### config.mk
export PLATFORM = sky130hd
export DESIGN_NAME = led_status_ctrl
export DESIGN_NICKNAME = d
export VERILOG_FILES = /design/src/rtl/led_status_pkg.sv /design/src/rtl/led_stretch.sv /design/src/rtl/led_status_ctrl.sv
export SDC_FILE = /design/constraint.sdc
export NUM_CORES = 1
export LEC_CHECK = 0
export CAP_MARGIN = 20
export CORE_MARGIN = 2
export CORE_UTILIZATION = 50
export DETAILED_ROUTE_END_ITERATION = 12
export PLACE_DENSITY = 0.71
export SETUP_SLACK_MARGIN = 0.5
export SYNTH_ARGS = -nofsm -noshare
export SYNTH_HDL_FRONTEND = slang
export SYNTH_SLANG_ARGS = --single-unit
### constraint.sdc
create_clock -name usb_clk -period 6.2 [get_ports usb_clk]
set_input_delay 1.24 -clock usb_clk [delete_from_list [all_inputs] [get_ports usb_clk]]
set_output_delay 1.24 -clock usb_clk [all_outputs]
set_load 0.05 [all_outputs]
### src/rtl/led_status_pkg.sv
// led_status_pkg
// Shared definitions for the front-panel LED / status-pin controller:
// per-LED display modes, the error flash step mask and a helper that turns
// the top three flash counter bits into the error pattern level.
package led_status_pkg;

    typedef enum logic [1:0] {
        LED_MODE_DIRECT  = 2'd0,
        LED_MODE_STRETCH = 2'd1,
        LED_MODE_BLINK   = 2'd2,
        LED_MODE_OFF     = 2'd3
    } led_mode_e;

    // Eight equal steps per flash period; lit on steps 0, 2 and 4 gives
    // three short blinks followed by a longer pause.
    localparam logic [7:0] FLASH_STEP_MASK = 8'b0001_0101;

    function automatic logic flash_pattern(input logic [2:0] step);
        return FLASH_STEP_MASK[step];
    endfunction

endpackage

### src/rtl/led_stretch.sv
// led_stretch
// Per-LED pulse stretcher. A trigger (one-cycle rise) loads a down-counter
// with all ones; the output stays on while the counter is non-zero and also
// during the trigger cycle itself, so an isolated trigger lights the LED for
// exactly 2^pBITS cycles. Retriggers reload rather than accumulate.
// Ports:
//   usb_clk   clock
//   reset_i   asynchronous active-high reset
//   I_trig    one-cycle rise event from the selected source
//   I_enable  channel is in STRETCH mode; low clears the counter
//   O_on      stretched LED level (combinational, registered by the parent)
module led_stretch #(
    parameter int pBITS = 20
) (
    input  logic usb_clk,
    input  logic reset_i,
    input  logic I_trig,
    input  logic I_enable,
    output logic O_on
);

    logic [pBITS-1:0] cnt;

    always_ff @(posedge usb_clk or posedge reset_i) begin
        if (reset_i) begin
            cnt <= '0;
        end else if (!I_enable) begin
            cnt <= '0;
        end else if (I_trig) begin
            cnt <= '1;
        end else if (cnt != '0) begin
            cnt <= cnt - pBITS'(1);
        end
    end

    assign O_on = I_enable & (I_trig | (cnt != '0));

endmodule

### src/rtl/led_status_ctrl.sv
// led_status_ctrl
// Front-panel LED / status-pin controller. Each LED picks one synchronised
// status source and shows it directly, stretched, blinking or not at all.
// A latched error flag can override every LED with a three-blink pattern.
// Ports:
//   usb_clk          sole clock
//   reset_i          asynchronous active-high reset
//   I_src            status levels/events, may be asynchronous
//   I_sel            per-LED source index, LED n at [n*pSELW +: pSELW]
//   I_mode           per-LED mode, LED n at [n*2 +: 2]
//   I_error          error level, asynchronous
//   I_clear_error    single-cycle clear of the latched error
//   I_error_en       allows the error pattern to override the LEDs
//   O_led            registered LED drive
//   O_error_latched  latched error flag
module led_status_ctrl
    import led_status_pkg::*;
#(
    parameter int pLEDS         = 4,
    parameter int pSOURCES      = 8,
    parameter int pSELW         = 3,
    parameter int pSTRETCH_BITS = 20,
    parameter int pFLASH_BITS   = 22
) (
    input  logic                     usb_clk,
    input  logic                     reset_i,
    input  logic [pSOURCES-1:0]      I_src,
    input  logic [pLEDS*pSELW-1:0]   I_sel,
    input  logic [pLEDS*2-1:0]       I_mode,
    input  logic                     I_error,
    input  logic                     I_clear_error,
    input  logic                     I_error_en,
    output logic [pLEDS-1:0]         O_led,
    output logic                     O_error_latched
);

    logic [pSOURCES-1:0]    src_meta;
    logic [pSOURCES-1:0]    src_s;
    logic [pSOURCES-1:0]    src_d;
    logic [pSOURCES-1:0]    rise;
    logic                   err_meta;
    logic                   err_s;
    logic [pFLASH_BITS-1:0] flash_cnt;
    logic                   pattern;
    logic                   override;
    logic [pLEDS-1:0]       led_next;

    always_ff @(posedge usb_clk or posedge reset_i) begin
        if (reset_i) begin
            src_meta <= '0;
            src_s    <= '0;
            src_d    <= '0;
            err_meta <= 1'b0;
            err_s    <= 1'b0;
        end else begin
            src_meta <= I_src;
            src_s    <= src_meta;
            src_d    <= src_s;
            err_meta <= I_error;
            err_s    <= err_meta;
        end
    end

    assign rise = src_s & ~src_d;

    always_ff @(posedge usb_clk or posedge reset_i) begin
        if (reset_i) begin
            flash_cnt <= '0;
        end else begin
            flash_cnt <= flash_cnt + pFLASH_BITS'(1);
        end
    end

    assign pattern = flash_pattern(flash_cnt[pFLASH_BITS-1 -: 3]);

    // Set has priority so an error that is still present cannot be cleared.
    always_ff @(posedge usb_clk or posedge reset_i) begin
        if (reset_i) begin
            O_error_latched <= 1'b0;
        end else if (err_s) begin
            O_error_latched <= 1'b1;
        end else if (I_clear_error) begin
            O_error_latched <= 1'b0;
        end
    end

    assign override = O_error_latched & I_error_en;

    for (genvar n = 0; n < pLEDS; n++) begin : g_led
        logic [pSELW-1:0] sel;
        led_mode_e        mode;
        logic             src_n;
        logic             rise_n;
        logic             stretch_on;
        logic             led_n;

        assign sel  = I_sel[n*pSELW +: pSELW];
        assign mode = led_mode_e'(I_mode[n*2 +: 2]);

        // Explicit compare loop: indices at or above pSOURCES select nothing.
        always_comb begin
            src_n  = 1'b0;
            rise_n = 1'b0;
            for (int k = 0; k < pSOURCES; k++) begin
                if (sel == pSELW'(k)) begin
                    src_n  = src_s[k];
                    rise_n = rise[k];
                end
            end
        end

        // Keeps counting under the error override so the channel resumes
        // with the correct remaining on-time.
        led_stretch #(
            .pBITS (pSTRETCH_BITS)
        ) u_stretch (
            .usb_clk  (usb_clk),
            .reset_i  (reset_i),
            .I_trig   (rise_n),
            .I_enable (mode == LED_MODE_STRETCH),
            .O_on     (stretch_on)
        );

        always_comb begin
            led_n = 1'b0;
            case (mode)
                LED_MODE_DIRECT:  led_n = src_n;
                LED_MODE_STRETCH: led_n = stretch_on;
                LED_MODE_BLINK:   led_n = src_n & flash_cnt[pFLASH_BITS-1];
                default:          led_n = 1'b0;
            endcase
        end

        assign led_next[n] = led_n;
    end

    always_ff @(posedge usb_clk or posedge reset_i) begin
        if (reset_i) begin
            O_led <= '0;
        end else if (override) begin
            O_led <= {pLEDS{pattern}};
        end else begin
            O_led <= led_next;
        end
    end

endmodule

=== Yosys cells after proc, flatten, opt, wreduce, memory -nomap -nowiden ===
Memories as Yosys holds them, arrays and structs flattened.
Index checks and enable logic that the tools add are counted.

* Add/subtract/negate cells: 5
* Multipliers: 0
* Div/mod/pow operators: 0
* Magnitude comparators: 1
* Equal/unequal tests: 40
* Shift-type cells: 0
* Muxes and demuxes: 84
* Bitwise logic cells: 15
* Reductions and logical operators: 13

{| class="wikitable"
|+ Operators by type and width
! cell !! number
|-
| two-way mux 20 bit || 12
|-
| nonzero test 20 bit || 4
|-
| subtractor 20 x 1 -> 20 bit, second input constant || 4
|-
| two-way mux 1 bit || 67
|-
| == test 3 bit, second input constant || 16
|-
| == test 3 x 2 -> 1 bit, second input constant || 8
|-
| adder 22 x 1 -> 22 bit, second input constant || 1
|-
| == test 3 x 1 -> 1 bit, second input constant || 4
|-
| zero test 3 bit || 4
|-
| inequality test 3 x 2 -> 1 bit, second input constant || 4
|-
| case mux 1 bit (3 select lines) || 4
|-
| bitwise AND 1 bit || 9
|-
| bitwise AND 8 bit || 1
|-
| == test 2 x 1 -> 1 bit, second input constant || 4
|-
| == test 2 bit, second input constant || 4
|-
| zero test 2 bit || 4
|-
| NOT 8 bit || 1
|-
| less-than comparator 3 x 4 -> 1 bit, second input constant || 1
|-
| two-way mux 4 bit || 1
|-
| bitwise OR 1 bit || 4
|-
| nonzero test 2 bit || 1
|}

* Bits in registers: 133
* Bits in latches: 0
* Bits in writable memories: 0
* ROM bits: 8
* Bits of input ports: 33
* Output and inout port bits: 5
* Logic and storage cells: 171
* Memories kept: 1

{| class="wikitable"
|+ Memory list
! name !! depth !! width !! read ports !! clocked after memory_dff !! wr ports !! line !! source
|-
| (name not given) || 8 || 1 || 1 || 0 || 0 || led_status_pkg.sv:19 || <nowiki>return FLASH_STEP_MASK[step];</nowiki>
|}

=== Depth between registers and ports, before layout ===
Gate-level depths: netlist of the first run.

* Word-level depth: 14
* Depth in mapped cells: 9
* Gate-level depth less buffers: 7

=== Modules after synthesis ===
Synthesis of the first run repeated with hierarchy kept, for this count alone.

* Cells, all modules: 674
* Area, all modules: 7,080.5 um^2

{| class="wikitable"
|+ Modules (own cells, without submodules)
! module !! times used !! cells an instance !! area each (um^2) !! seq. area each (um^2)
|-
| led_stretch (g_led[0].u_stretch ...) || 3 || 116 || 1,153.6 || 500.5
|-
| led_status_ctrl || 1 || 218 || 2,518.7 || 1,326.3
|-
| led_stretch (g_led[3].u_stretch) || 1 || 108 || 1,101.1 || 500.5
|}

=== Worst setup path after synthesis of the first run ===
Ideal clock, no wire load.

* Path type: input -> register
* Start point: input I_sel[4]
* End point: register g_led[1].u_stretch.cnt[10]
* Setup time: 0.141 ns
* Arrival time: 2.667 ns
* Data required time: 6.059 ns
* Path slack: 3.391 ns
* Stages on the path: 6
* Buffers on the path: 2
* Path through: clkbuf_1 -> mux4_2 -> nor2_1 -> a221o_1 -> clkbuf_1 -> a31oi_1

* Cells in the longest elaborated chain, start to end: 11
* Elaborated cells between the ends (all ways): 19
* Those cells by class: eq/ne: 8; mux: 10; reduce/logical: 1

{| class="wikitable"
|+ RTL lines
! what !! line !! source
|-
| start: declaration || led_status_ctrl.sv:28 || <nowiki>input logic [pLEDS*pSELW-1:0] I_sel,</nowiki>
|-
| zero test 3 bit || led_status_ctrl.sv:105 || <nowiki>if (sel == pSELW'(k)) begin</nowiki>
|-
| two-way mux 1 bit (7 in series) || led_status_ctrl.sv:105 ||
|-
| two-way mux 1 bit * || led_status_ctrl.sv:105 ||
|-
| two-way mux 20 bit || led_stretch.sv:29 || <nowiki>end else if (I_trig) begin</nowiki>
|-
| two-way mux 20 bit || led_stretch.sv:27 || <nowiki>end else if (!I_enable) begin</nowiki>
|-
| end signal: assignment || led_stretch.sv:32 || <nowiki>cnt <= cnt - pBITS'(1);</nowiki>
|-
| end: declaration || led_stretch.sv:22 || <nowiki>logic [pBITS-1:0] cnt;</nowiki>
|}

Mark *: on every way between the ends. The rest lies on a longest branch, timed or not.
A chain may end at the register's enable or synchronous reset.

=== Worst setup path after layout of the first run ===
* Start point: input I_sel[0]
* End point: register g_led[0].u_stretch.cnt[14]

* Cells in the longest elaborated chain, start to end: 11
* Elaborated cells between the ends (all ways): 19
* Those cells by class: eq/ne: 8; mux: 10; reduce/logical: 1

{| class="wikitable"
|+ RTL lines
! what !! line
|-
| zero test 3 bit || led_status_ctrl.sv:105
|-
| two-way mux 1 bit (7 in series) || led_status_ctrl.sv:105
|-
| two-way mux 1 bit * || led_status_ctrl.sv:105
|-
| two-way mux 20 bit || led_stretch.sv:29
|-
| two-way mux 20 bit || led_stretch.sv:27
|-
| end signal: assignment || led_stretch.sv:32
|-
| end: declaration || led_stretch.sv:22
|}

Marked as above.

==> results of run 1 <==
-- cell usage in the layout (no fill, tap or decap), types with 17 or more instances in the layout --
master,count
sky130_fd_sc_hd__dfrtp_1,133
sky130_fd_sc_hd__a21oi_1,69
sky130_fd_sc_hd__nand2_1,57
sky130_fd_sc_hd__nor2_1,54
sky130_fd_sc_hd__xnor2_1,39
sky130_fd_sc_hd__clkdlybuf4s50_1,37
sky130_fd_sc_hd__xor2_1,28
sky130_fd_sc_hd__nand3_1,28
sky130_fd_sc_hd__nor3_1,22
sky130_fd_sc_hd__inv_1,21
sky130_fd_sc_hd__mux2i_1,20
sky130_fd_sc_hd__nor2b_1,18
sky130_fd_sc_hd__o21ai_0,17
sky130_fd_sc_hd__clkbuf_16,17
-- metal layers --
| layer | track usage, % | vias to the layer above | wire, um |
|---|---|---|---|
| met1 | 28.8 | 2580 | 6740 |
| met3 | 6.06 | 22 | 614 |
| li1 | - | 2557 | - |
| met2 | 33.5 | 104 | 6950 |
| met4 | 7.76 | 0 | 262 |
| met5 | 0 | - | 0 |
-- registers in the layout (all words and copies together) (netlist names) --
name                 flops
src_meta                 8
flash_cnt               22
err_meta                 1
g_led.u_stretch.cnt     80
src_s                    8
O_error_latched          1
err_s                    1
src_d                    8
O_led                    4
-- final cells by class --
cell class | instances | area [um2]
sequential | 133 | 3330
inverter | 22 | 85.1
fill | 1108 | 5430
timing repair buffer | 38 | 378
tap | 176 | 220
multi-input combinational | 514 | 3380
clock inverter | 5 | 50.0
clock buffer | 25 | 485
-- final timing paths --
path / slack [ps] / start / end / cells after the start
max reg2reg: 3340 / g_led[3].u_stretch.cnt[0] / O_led[3] / 7
min reg2reg: 350 / src_meta[4] / src_s[4] / 0
min in group asynchronous: 1400 / reset_i / flash_cnt[8] / 2
max in group asynchronous: 3530 / reset_i / g_led[2].u_stretch.cnt[14] / 3
max: 3020 / I_sel[0] / g_led[0].u_stretch.cnt[14] / 6
min: 350 / src_meta[4] / src_s[4] / 0
-- metrics by stage --
step / setup slack (ps) / instance area [um2] / util (%) / hold WS (ps) / cells
detailed placement: 2610 / 7390 / 55.3 / 336 / 883
global route: 2850 / 7920 / 59.4 / 353 / 913
floorplan: 1410 / 6890 / - / 331 / 696
finish: 3020 / 7920 / 59.4 / 348 / 913
CTS: 3040 / 7920 / 59.4 / 347 / 913
global placement: 2690 / 7390 / 55.3 / 334 / 883
-- kinds of logic (layout without fill, tap and decap cells) --
logic type               count (synthesis)  count (layout)  synth area share (%)
adder cells (fa/ha/maj)                  5               5                 0.908
buffers and inverters                   49              90                  2.67
AND/OR/NAND/NOR                        263             263                  20.9
AO/OA/AOI/OAI                          148             148                  13.1
multiplexers                            31              31                  5.52
flip-flops                             133             133                  48.3
XOR/XNOR                                67              67                  8.52
-- power groups by stage --
stage	clock network, mW	registers (mW)	logic, mW
floorplan	0	1.01	0.424
global placement	0	1.01	0.529
detailed placement	0	1.01	0.546
CTS	0.929	0.999	0.551
global route	0.974	1.01	0.616
finish	0.916	1.00	0.551
==> run summary, run 1 <==
=======================================================================================
Status                                                                     finished, final reports clean
Largest area contributor in the netlist                                    sky130_fd_sc_hd__dfrtp_1
Vias in the first global route                                                     5312
Final critical-path share of the clock period                                     51.3%
Antenna fix cells                                                                     0
Effective utilization at floorplan                                                51.6%
Critical Path AT                                                                3450 ps
I/O Buffers                                                                          37
Largest delay contributor family on the critical path                      compound AO/OA/AOI/OAI gates
Final Setup Violations                                                                0
Avg WL per Cell                                                                 15.9 um
Synth cell count leaders                                                   sky130_fd_sc_hd__dfrtp_1, sky130_fd_sc_hd__a21oi_1, sky130_fd_sc_hd__nand2_1
Total buffers and inverters traversed by the critical path                            1
Largest net degree at the start of global routing                                    79
Total via count in the routed design                                               5263
TritonCTS Sinks                                                                     133
Slowest library cell on the worst path                                     sky130_fd_sc_hd__a22o_1
Count of instances resized after the clock tree is built                              0
Number of iterations in the first detailed-routing pass                               5
Number of antenna violations at the first check in global routing                     0
Fmax                                                                            314 MHz
Number of hold-repair buffers added at the cts stage                                  0
Power Density                                                                311 mW/mm2
Switching component of the power                                               0.722 mW
Clock network power share                                                         37.1%
Type of origin of the critical path                                          input port
Largest driver fanout on the critical path                                           20
Maximum resistive drop on vdd                                                  0.225 mV
Cell leakage power                                                              3.47 nW
Max Transition Viols Final                                                            0
Number of violations reported at the end of detailed-routing iteration 0            467
H-tree level count                                                                    4
Critical path cell sequence                                                clkdlybuf4s50_1 -> or2_2 -> o221a_2 -> a21oi_1 -> a22o_1 -> o22ai_1
Worst max-slew margin expressed relative to the limit                             37.3%
Avg Cell Area, Syn                                                             9.90 um2
Classification of the worst setup path                                        in -> reg
Type of element capturing the critical path                                    register
Setup repair after global routing missed its margin                                  no
Clock tree root driver cell                                                sky130_fd_sc_hd__clkbuf_16
Global route total overflow                                                           0
Overall global routing resource usage                                             21.5%
Fraction of power consumed by combinational cells                                 22.3%
Post-Synthesis Cells                                                                696
Signed area change from the synthesized netlist to the final layout               15.0%
Post-layout min period                                                          3180 ps
Area share of the largest cell type after synthesis                               48.3%
First-pass GRT wire length                                                     25100 um
Number of library cell types mapped by synthesis                                     62
Worst Hold Class                                                             reg -> reg
Sequential fraction of design power                                               40.5%
Main flop type after synthesis                                             sky130_fd_sc_hd__dfrtp_1
Std-Cell Core Area                                                           0.0133 mm2
Clock tree skew after final layout                                              10.6 ps
Post-CTS Setup Inserts                                                                0
Int Pwr                                                                         1.75 mW
Flip-flop and latch count after synthesis                                           133
Fraction of final layout cells sized beyond drive strength 1                      7.60%
Number of synthesis warnings                                                          0
DIE AREA                                                                     0.0147 mm2
Synthesized area                                                            0.00689 mm2
Routability congestion estimate                                                   0.854
Post-DP HPWL                                                                    9880 um
Sequential element share of the synthesized area                                  48.3%
Largest buffer count on any clock path                                                2
Cts bufs inserted                                                                    17
Number of flops mapped to enable cells by yosys                                       0
Cell with the most instances after synthesis                               sky130_fd_sc_hd__dfrtp_1
Routed wire length                                                             14600 um
Final number of hold-violating endpoints                                              0
Number of vias per cell after detailed routing                                     5.76
Total power draw                                                                2.47 mW
Worst skew pair latency                                                          420 ps
Peak per-stage delay on the critical path                                        640 ps
Maximum Capacitance Violations                                                        0
CTS clk-pin slew, worst paths                                                     60 ps
Required arrival time at the worst endpoint                                     6460 ps
Worst-Margin Slew                                                                941 ps
Remaining routing DRC violations                                                      0
CTS tree                                                                            yes
Async SR Flop Fraction                                                             100%
# rows                                                                               42
Die width                                                                        121 um
Final net count                                                                     764
Synth area leaders                                                         sky130_fd_sc_hd__dfrtp_1, sky130_fd_sc_hd__a21oi_1, sky130_fd_sc_hd__xnor2_1
Setup TNS                                                                          0 ps
Die H                                                                            121 um
Post-synthesis net count                                                            734
Number of I/O pins                                                                   38
Fraction of power spent switching nets                                            29.3%
Remaining antenna violation count after routing                                       0
=======================================================================================
Power figures use the tool's default switching activity.
==> inputs of run 2 (changes only) <==
Clock period 6.2 ns to 3.3 ns, I/O delays scaled along.
==> run 2 against run 1 <==
Final cell count up 1.4%. Sequential power up 88%. Die area is the same. Combinational power up 91%. Total power increased by 98%. Sequential cell count is the same. Largest power group is now the clock network.
==> run summary, run 2 (synthesized netlist as in run 1, its figures left out) <==
=======================================================================================
Final Setup Violations                                                                0   unchanged
Type of element capturing the critical path                                    register   unchanged
DIE AREA                                                                     0.0147 mm2   unchanged
Number of iterations in the first detailed-routing pass                               5   unchanged
Routability congestion estimate                                                   0.845   was 0.854
Int Pwr                                                                         3.42 mW   was 1.75 mW
Number of hold-repair buffers added at the cts stage                                  0   unchanged
Remaining routing DRC violations                                                      0   unchanged
Biggest regs                                                               g_led.u_stretch.cnt x80, flash_cnt x22   unchanged
Largest register FFs                                                                 80   unchanged
I/O Buffers                                                                          37   unchanged
Sequential fraction of design power                                               38.4%   was 40.5%
Setup TNS                                                                          0 ps   unchanged
Remaining antenna violation count after routing                                       0   unchanged
Cell leakage power                                                              3.55 nW   was 3.47 nW
FF+latch area                                                               0.00333 mm2   unchanged
Post-CTS Setup Inserts                                                                3   was 0
CTS tree                                                                            yes   unchanged
Std-Cell Core Area                                                           0.0133 mm2   unchanged
CTS clk-pin slew, worst paths                                                     60 ps   about the same
Number of antenna violations at the first check in global routing                     0   unchanged
Number of violations reported at the end of detailed-routing iteration 0            403   was 467
Commonest cells after routing, fill and taps aside                         sky130_fd_sc_hd__dfrtp_1, sky130_fd_sc_hd__a21oi_1, sky130_fd_sc_hd__nand2_1   unchanged
Most flop-heavy register                                                   g_led.u_stretch.cnt   unchanged
Effective utilization at floorplan                                                51.6%   unchanged
Util after Layout                                                                 60.7%   was 59.4%
Final net count                                                                     775   was 764
Fraction of power consumed by combinational cells                                 21.5%   was 22.3%
Most common cell after layout, fill and taps aside                         sky130_fd_sc_hd__dfrtp_1   unchanged
Signed area change from the synthesized netlist to the final layout               17.6%   was 15.0%
Fraction of power spent switching nets                                            30.2%   was 29.3%
First-pass GRT wire length                                                     25500 um   was 25100 um
H-tree level count                                                                    4   unchanged
Cts bufs inserted                                                                    17   unchanged
Maximum resistive drop on vdd                                                  0.435 mV   was 0.225 mV
TritonCTS Sinks                                                                     133   unchanged
Clock network power share                                                         40.1%   was 37.1%
Worst Hold Class                                                             reg -> reg   unchanged
Largest driver fanout on the critical path                                            8   was 20
Final number of hold-violating endpoints                                              0   unchanged
Number of instances on the worst hold path                                            0   unchanged
Type of origin of the critical path                                            register   was input port
Setup repair after global routing missed its margin                                  no   unchanged
Status                                                                     finished, final reports clean   unchanged
Worst max-slew margin expressed relative to the limit                             45.9%   was 37.3%
Worst-Margin Slew                                                                805 ps   was 941 ps
Worst Hold Endpoint                                                            src_s[3]   was src_s[4]
Startpoint of the most critical hold path                                   src_meta[3]   was src_meta[4]
Die width                                                                        121 um   unchanged
Post-DP HPWL                                                                   10300 um   was 9880 um
Number of vias per cell after detailed routing                                     5.74   was 5.76
Die H                                                                            121 um   unchanged
Worst Reg2Reg Path Length in Cells                                                    7   unchanged
Startpoint of the worst setup timing path                                  g_led[0].u_stretch.cnt[0]   was I_sel[0]
Global route total overflow                                                           0   unchanged
Max Transition Viols Final                                                            0   unchanged
Clock tree root driver cell                                                sky130_fd_sc_hd__clkbuf_16   unchanged
Vias in the first global route                                                     5311   was 5312
Largest buffer count on any clock path                                                2   unchanged
Area used by multi-input combinational logic                                0.00338 mm2   unchanged
Total power draw                                                                4.90 mW   was 2.47 mW
Avg WL per Cell                                                                 16.2 um   was 15.9 um
Reg-to-reg endpoint                                                        g_led[0].u_stretch.cnt[18]   was O_led[3]
Fmax                                                                            388 MHz
Number of I/O pins                                                                   38   unchanged
Final critical-path share of the clock period                                     78.0%
Origin of the critical flop-to-flop path                                   g_led[0].u_stretch.cnt[0]   was g_led[3].u_stretch.cnt[0]
Post-route cell area                                                        0.00810 mm2   was 0.00792 mm2
Count of instances resized after the clock tree is built                              0   unchanged
Reg2Reg Setup Slack                                                              730 ps   was 3340 ps
Count of fill cells added during filler insertion                                  1127   was 1108
Classification of the worst setup path                                       reg -> reg   was in -> reg
Routed wire length                                                             15000 um   was 14600 um
Worst skew pair latency                                                          430 ps   was 420 ps
Switching component of the power                                                1.48 mW   was 0.722 mW
Power Density                                                                604 mW/mm2   was 311 mW/mm2
Post-layout min period                                                          2570 ps
# rows                                                                               42   unchanged
Overall global routing resource usage                                             22.1%   was 21.5%
Largest net degree at the start of global routing                                    83   was 79
Critical Path AT                                                                2880 ps   was 3450 ps
Placed Area                                                                 0.00746 mm2   was 0.00739 mm2
Maximum Capacitance Violations                                                        0   unchanged
Clock tree skew after final layout                                              6.16 ps   was 10.6 ps
Total via count in the routed design                                               5314   was 5263
Fraction of final layout cells sized beyond drive strength 1                      9.87%   was 7.60%
Required arrival time at the worst endpoint                                     3600 ps   was 6460 ps
Antenna fix cells                                                                     0   unchanged
=======================================================================================
## run 2: worst max-delay path, cell delays in order, from the launching register on
cell	delay (ps)
sky130_fd_sc_hd__dfrtp_1	390
sky130_fd_sc_hd__inv_1	100
sky130_fd_sc_hd__ha_1	230
sky130_fd_sc_hd__nor4b_2	620
sky130_fd_sc_hd__nand3_1	330
sky130_fd_sc_hd__nor4b_1	460
sky130_fd_sc_hd__mux2i_1	240
sky130_fd_sc_hd__a21oi_1	90
## run 2: worst max path at each step
stage,depth (start not counted),slack [ps],to
after floorplan,1,990,O_error_latched
after global placement,6,620,g_led[2].u_stretch.cnt[14]
after detailed placement,7,480,g_led[3].u_stretch.cnt[1]
after CTS,7,730,g_led[0].u_stretch.cnt[18]
after global routing,8,520,g_led[3].u_stretch.cnt[1]
final,7,730,g_led[0].u_stretch.cnt[18]
## run 2: layout make-up
cell class,count,share of cell area [%]
multi-input cells,514,41.7
clock buffers,17,5.25
well taps,176,2.72
clock inverters,15,2.36
flip-flops and latches,133,41.1
inverters,22,1.07
repair buffers,49,5.84
## run 2: through the flow
step	worst slack, ps	hold slack, ps	std cells
3_5_place_dp	478	336	891
6_report	725	349	926
4_1_cts	729	350	926
5_1_grt	524	353	926
2_1_floorplan	989	331	696
3_3_place_gp	622	333	891
## run 2: power by group through the flow
stage / clock (mW) / combinational [mW] / sequential, mW
5_1_grt: 2.07 / 1.18 / 1.90
4_1_cts: 2.00 / 1.05 / 1.88
2_1_floorplan: 0 / 0.798 / 1.90
3_5_place_dp: 0 / 1.03 / 1.90
3_3_place_gp: 0 / 1.01 / 1.90
6_report: 1.96 / 1.05 / 1.88
## run 2: metal layers
metal / share of wire (%) / routed length (um) / GRT usage, % / vias up
met4: 2.1 / 320 / 8.84 / 0
met5: 0 / 0 / 0 / -
met1: 45 / 6740 / 28.9 / 2610
li1: - / - / - / 2575
met3: 4.0 / 596 / 5.45 / 24
met2: 49 / 7330 / 35.5 / 105
==> RTL edit 1 (settings of run 2) <==
Reset style: synchronous (`reset_i`), changed in 5 clocked blocks. Comments in the files are not updated.
--- a/src/rtl/led_stretch.sv
+++ b/src/rtl/led_stretch.sv
@@ -22,5 +22,5 @@
     logic [pBITS-1:0] cnt;
 
-    always_ff @(posedge usb_clk or posedge reset_i) begin
+    always_ff @(posedge usb_clk) begin
         if (reset_i) begin
             cnt <= '0;
--- a/src/rtl/led_status_ctrl.sv
+++ b/src/rtl/led_status_ctrl.sv
@@ -46,5 +46,5 @@
     logic [pLEDS-1:0]       led_next;
 
-    always_ff @(posedge usb_clk or posedge reset_i) begin
+    always_ff @(posedge usb_clk) begin
         if (reset_i) begin
             src_meta <= '0;
@@ -64,5 +64,5 @@
     assign rise = src_s & ~src_d;
 
-    always_ff @(posedge usb_clk or posedge reset_i) begin
+    always_ff @(posedge usb_clk) begin
         if (reset_i) begin
             flash_cnt <= '0;
@@ -75,5 +75,5 @@
 
     // Set has priority so an error that is still present cannot be cleared.
-    always_ff @(posedge usb_clk or posedge reset_i) begin
+    always_ff @(posedge usb_clk) begin
         if (reset_i) begin
             O_error_latched <= 1'b0;
@@ -135,5 +135,5 @@
     end
 
-    always_ff @(posedge usb_clk or posedge reset_i) begin
+    always_ff @(posedge usb_clk) begin
         if (reset_i) begin
             O_led <= '0;
Function: differs if reset_i is asserted again (counterexample within 4 cycles, from zero or initial values and one cycle with reset_i high); with reset_i held inactive, the same outputs for 10 cycles.
==> RTL edit 1 against run 2 <==
- clock skew is 3.7 ps higher
- power rose by 11%
- synthesized area decreased by 6.2%
- wire length down 5.9%
- critical path depth is the same
- setup slack better by 32 ps
- utilization fell by 0.90 points
- global-route usage decreased by 1.5 points
- sequential cell count up 1
- combinational power is 67% higher
- via count grew 4.1%
- cell area shrank 6.9%
- sequential power down 2%
- critical endpoint is now g_led[1].u_stretch.cnt[1]$_SDFFE_PP0N_
- largest power group is now sequential cells
==> RTL edit 1: results (changes against run 2) <==
.. list-table::
   :header-rows: 1

   * - Metric
     - Value
   * - Max Fclk
     - 0.393 GHz (was 0.388 GHz)
   * - Final hold slack
     - 434 ps (was 349 ps)
   * - Layout net count
     - 793 (was 775)
   * - Power density over the cells
     - 720 nW/um2 (was 604 nW/um2)
   * - FF+latch count, synth
     - 134 (was 133)
   * - Worst Path Arrival
     - 2890 ps (was 2880 ps)
   * - Metal-1 WL
     - 6.53 mm (was 6.74 mm)
   * - GRT met2 Usage
     - 0.341 (was 0.355)
   * - Final Skew
     - 9.90 ps (was 6.16 ps)
   * - Clk tree area frac
     - 0.0768 (was 0.0762)
   * - Number of cell rows
     - 41 (was 42)
   * - Vias/cell
     - 5.89 (was 5.74)
   * - Startpoint of the tightest hold check path
     - src_meta[4]$_SDFF_PP0_ (was src_meta[3]$_DFF_PP0_)
   * - Pin count of the biggest net entering global routing
     - 30 (was 83)
   * - Number of vias after detailed routing
     - 5,532 (was 5,314)
   * - Commonest cells in the synthesized netlist
     - sky130_fd_sc_hd__dfxtp_1, sky130_fd_sc_hd__a21oi_1, sky130_fd_sc_hd__nor2_1, sky130_fd_sc_hd__nor2b_1, sky130_fd_sc_hd__nand2_1 (was sky130_fd_sc_hd__dfrtp_1, sky130_fd_sc_hd__a21oi_1, sky130_fd_sc_hd__nand2_1, sky130_fd_sc_hd__nor2_1, sky130_fd_sc_hd__xnor2_1)
   * - Clock buffer cells
     - 18 (was 17)
   * - Hold path depth
     - 1 (was 0)
   * - Average cell area after synthesis
     - 8.90 um2 (was 9.90 um2)
   * - Critical register-to-register path endpoint
     - g_led[1].u_stretch.cnt[1]$_SDFFE_PP0N_ (was g_led[0].u_stretch.cnt[18]$_DFFE_PP0P_)
   * - Peak supply drop
     - 456 uV (was 435 uV)
   * - Vias in the first global route
     - 5,106 (was 5,311)
   * - Status
     - finished clean (unchanged)
   * - Met1 capacity usage during global routing
     - 0.264 (was 0.289)
   * - Number of fill cells
     - 1,124 (was 1,127)
[RTL edit 1: cell types whose count changed after synthesis, moves of 7 or more]
cell,run 2,this run
sky130_fd_sc_hd__dfrtp_1,133,0
sky130_fd_sc_hd__nand2_1,57,38
sky130_fd_sc_hd__or3_1,6,25
sky130_fd_sc_hd__a21oi_1,69,76
sky130_fd_sc_hd__nor4_1,10,19
sky130_fd_sc_hd__xnor2_1,39,24
sky130_fd_sc_hd__o22ai_1,9,1
sky130_fd_sc_hd__nand3_1,28,21
sky130_fd_sc_hd__nor2_1,54,45
sky130_fd_sc_hd__a31oi_1,10,28
sky130_fd_sc_hd__dfxtp_1,0,134
sky130_fd_sc_hd__o21ai_0,17,29
sky130_fd_sc_hd__nor2b_1,18,41
[RTL edit 1: worst max-delay path, cell delays in order (launching register included)]
cell and delay [ps]:
sky130_fd_sc_hd__dfxtp_1 320, sky130_fd_sc_hd__inv_1 90, sky130_fd_sc_hd__ha_1 180, sky130_fd_sc_hd__nor3b_1 460, sky130_fd_sc_hd__nand4_1 470, sky130_fd_sc_hd__nor2_1 430
sky130_fd_sc_hd__mux2_2 370, sky130_fd_sc_hd__a21oi_1 140
[RTL edit 1: power by group]
| group | leakage, nW | internal (mW) | switching (mW) |
|---|---|---|---|
| Sequential | 1.09 | 1.73 | 0.112 |
| Combinational | 1.45 | 0.770 | 0.983 |
| Clock | 0.281 | 1.08 | 0.760 |
[RTL edit 1: cells by family (layout without fill, tap and decap cells)]
kind of cell,after synthesis,after routing,synth area share
and+or+nand+nor,271,271,0.233
adders and majority gates,5,5,0.00968
xor gates and xnor gates,54,54,0.0732
muxes,33,33,0.0730
DFF,134,134,0.415
buffers and inverters,52,94,0.0314
AOI/OAI and AO/OA,177,177,0.164
==> RTL edit 2 (flow settings as in run 2) <==
Made on the original files. `pSELW`: 3 -> 2.
--- a/src/rtl/led_status_ctrl.sv
+++ b/src/rtl/led_status_ctrl.sv
@@ -19,5 +19,5 @@
     parameter int pLEDS         = 4,
     parameter int pSOURCES      = 8,
-    parameter int pSELW         = 3,
+    parameter int pSELW         = 2,
     parameter int pSTRETCH_BITS = 20,
     parameter int pFLASH_BITS   = 22
Ports: changed (resized I_sel); port bits go from 38 to 34. No check against the original RTL was run, so the function may have changed too.
==> RTL edit 2 against run 2 <==
- sequential power shrank 7%
- largest cell class is now sequential cells
- combinational power grew 10%
- worst hold slack gained 2.6 ps
- die area shrank 9.9%
- utilization shrank 0.50 points
- critical path type unchanged
- cell area shrank 10%
- synthesized area shrank 10%
- wire length shrank 15%
- sequential cell count shrank 12
- power shrank 2.8%
- setup slack gained 31 ps
- via count shrank 12%
==> RTL edit 2: results (changes against run 2) <==
.. list-table::
   :header-rows: 1

   * - Metric
     - Value
   * - Worst-case register-to-register setup slack
     - 760 ps (was 730 ps)
   * - Pin count of the biggest net entering global routing
     - 54 (was 83)
   * - Violation count after the first detailed-route iteration
     - 346 (was 403)
   * - Vias/cell
     - 5.64 (was 5.74)
   * - Total inserted antenna cells
     - 0 (unchanged)
   * - Buffers inserted during post-CTS setup optimization
     - 0 (was 3)
   * - Commonest cells in the synthesized netlist
     - sky130_fd_sc_hd__dfrtp_1, sky130_fd_sc_hd__a21oi_1, sky130_fd_sc_hd__xnor2_1, sky130_fd_sc_hd__nor2_1, sky130_fd_sc_hd__o21ai_0 (was sky130_fd_sc_hd__dfrtp_1, sky130_fd_sc_hd__a21oi_1, sky130_fd_sc_hd__nand2_1, sky130_fd_sc_hd__nor2_1, sky130_fd_sc_hd__xnor2_1)
   * - Final Skew
     - 6.81 ps (was 6.16 ps)
   * - Static Leakage
     - 3.12 nW (was 3.55 nW)
   * - Count of input and output buffers
     - 29 (was 37)
   * - Seq/Total Area, Yosys
     - 0.490 (was 0.483)
   * - Average cell area after synthesis
     - 10.1 um2 (was 9.90 um2)
   * - Worst Max-Slew Pin Slew
     - 753 ps (was 805 ps)
   * - Area of the die
     - 13,300 um2 (was 14,700 um2)
   * - Dominant cells by area after synthesis
     - sky130_fd_sc_hd__dfrtp_1, sky130_fd_sc_hd__xnor2_1, sky130_fd_sc_hd__a21oi_1 (was sky130_fd_sc_hd__dfrtp_1, sky130_fd_sc_hd__a21oi_1, sky130_fd_sc_hd__xnor2_1)
   * - Global routing usage summed across all routing layers
     - 0.212 (was 0.221)
   * - Detail-routed net length per standard cell
     - 15.4 um (was 16.2 um)
   * - Net count after synthesis
     - 652 (was 734)
   * - Number of warning messages in the yosys log
     - 0 (unchanged)
   * - Worst Path Arrival
     - 2820 ps (was 2880 ps)
   * - Ratio of cells with drive above 1 in the final layout
     - 0.0955 (was 0.0987)
   * - Number of distinct library cell variants in the gate-level netlist after synthesis
     - 52 (was 62)
   * - End point of the critical path
     - O_led[2]$_DFF_PP0_ (was g_led[0].u_stretch.cnt[18]$_DFFE_PP0P_)
   * - 1st-pass router iterations
     - 8 (was 5)
   * - Placer's final routability congestion estimate
     - 0.847 (was 0.845)
   * - Dpl hpwl
     - 8.49 mm (was 10.3 mm)
   * - Layout net count
     - 687 (was 775)
   * - Crit. Startpoint
     - g_led[2].u_stretch.cnt[1]$_DFFE_PP0P_ (was g_led[0].u_stretch.cnt[0]$_DFFE_PP0P_)
   * - Critical Path Fanout Max
     - 10 (was 8)
   * - Number of fill cells
     - 969 (was 1,127)
   * - Peak supply drop
     - 352 uV (was 435 uV)
   * - Wire length of the first global-routing pass
     - 21.8 mm (was 25.5 mm)
   * - Final routed wirelength across all metal layers
     - 12.7 mm (was 15.0 mm)
   * - Status
     - finished clean (unchanged)
   * - Vias in the first global route
     - 4,604 (was 5,311)
[RTL edit 2: final cells by class]
class                   count  area share
repair buffers             35      0.0496
inverters                  18     0.00982
well taps                 168      0.0290
clock buffers              21      0.0648
multi-input cells         456       0.413
flip-flops and latches    121       0.417
clock inverters             9      0.0169
[RTL edit 2: cells by family (layout without fill, tap and decap cells)]
logic type,Yosys count,count (layout),synth area share
buf+inv,37,83,0.0255
compound gates,133,133,0.119
xor+xnor,75,75,0.106
fa+ha+maj,9,9,0.0182
mux,14,14,0.0409
flops,121,121,0.490
simple gates,225,225,0.200
[RTL edit 2: per-stage QoR]
| stage | hold slack [ps] | setup WS [ps] | total power [mW] | util |
|---|---|---|---|---|
| final | 352 | 756 | 4.76 | 0.602 |
| after global routing | 356 | 504 | 5.02 | 0.602 |
| after detailed placement | 340 | 713 | 2.90 | 0.553 |
| after global placement | 335 | 762 | 2.88 | 0.553 |
| after CTS | 354 | 770 | 4.79 | 0.602 |
| after floorplan | 331 | 921 | 2.65 | - |
[RTL edit 2: how the worst min path moves through the flow]
stage                                     start            endpoint  slack (ps)  cells after the start
after CTS                 src_meta[7]$_DFF_PP0_  src_s[7]$_DFF_PP0_         350                      0
after floorplan              err_meta$_DFF_PP0_     err_s$_DFF_PP0_         330                      0
after global routing         err_meta$_DFF_PP0_     err_s$_DFF_PP0_         360                      0
after global placement       err_meta$_DFF_PP0_     err_s$_DFF_PP0_         340                      0
final                        err_meta$_DFF_PP0_     err_s$_DFF_PP0_         350                      0
after detailed placement  src_meta[7]$_DFF_PP0_  src_s[7]$_DFF_PP0_         340                      0
[RTL edit 2: per-layer routing]
metal / track usage / vias up / share of wire
met5: 0 / - / 0
met2: 0.332 / 108 / 0.47
met4: 0.0972 / 0 / 0.025
met3: 0.0654 / 23 / 0.047
met1: 0.270 / 2246 / 0.46
li1: - / 2289 / -
[RTL edit 2: report_power, final]
part,total [mW],leakage (nW),switching [mW],internal (mW)
combinational,1.16,1.24,0.648,0.511
sequential,1.74,1.59,0.130,1.61
clock,1.86,0.294,0.632,1.23
[RTL edit 2: worst max-delay path, cell delays in order, from the launching register on]
cell and delay [ps]:
sky130_fd_sc_hd__dfrtp_1 400, sky130_fd_sc_hd__inv_1 100, sky130_fd_sc_hd__ha_1 160, sky130_fd_sc_hd__or3b_2 470, sky130_fd_sc_hd__nor4_2 320, sky130_fd_sc_hd__nand3_1 410, sky130_fd_sc_hd__o21ai_1 410, sky130_fd_sc_hd__a21oi_1 110
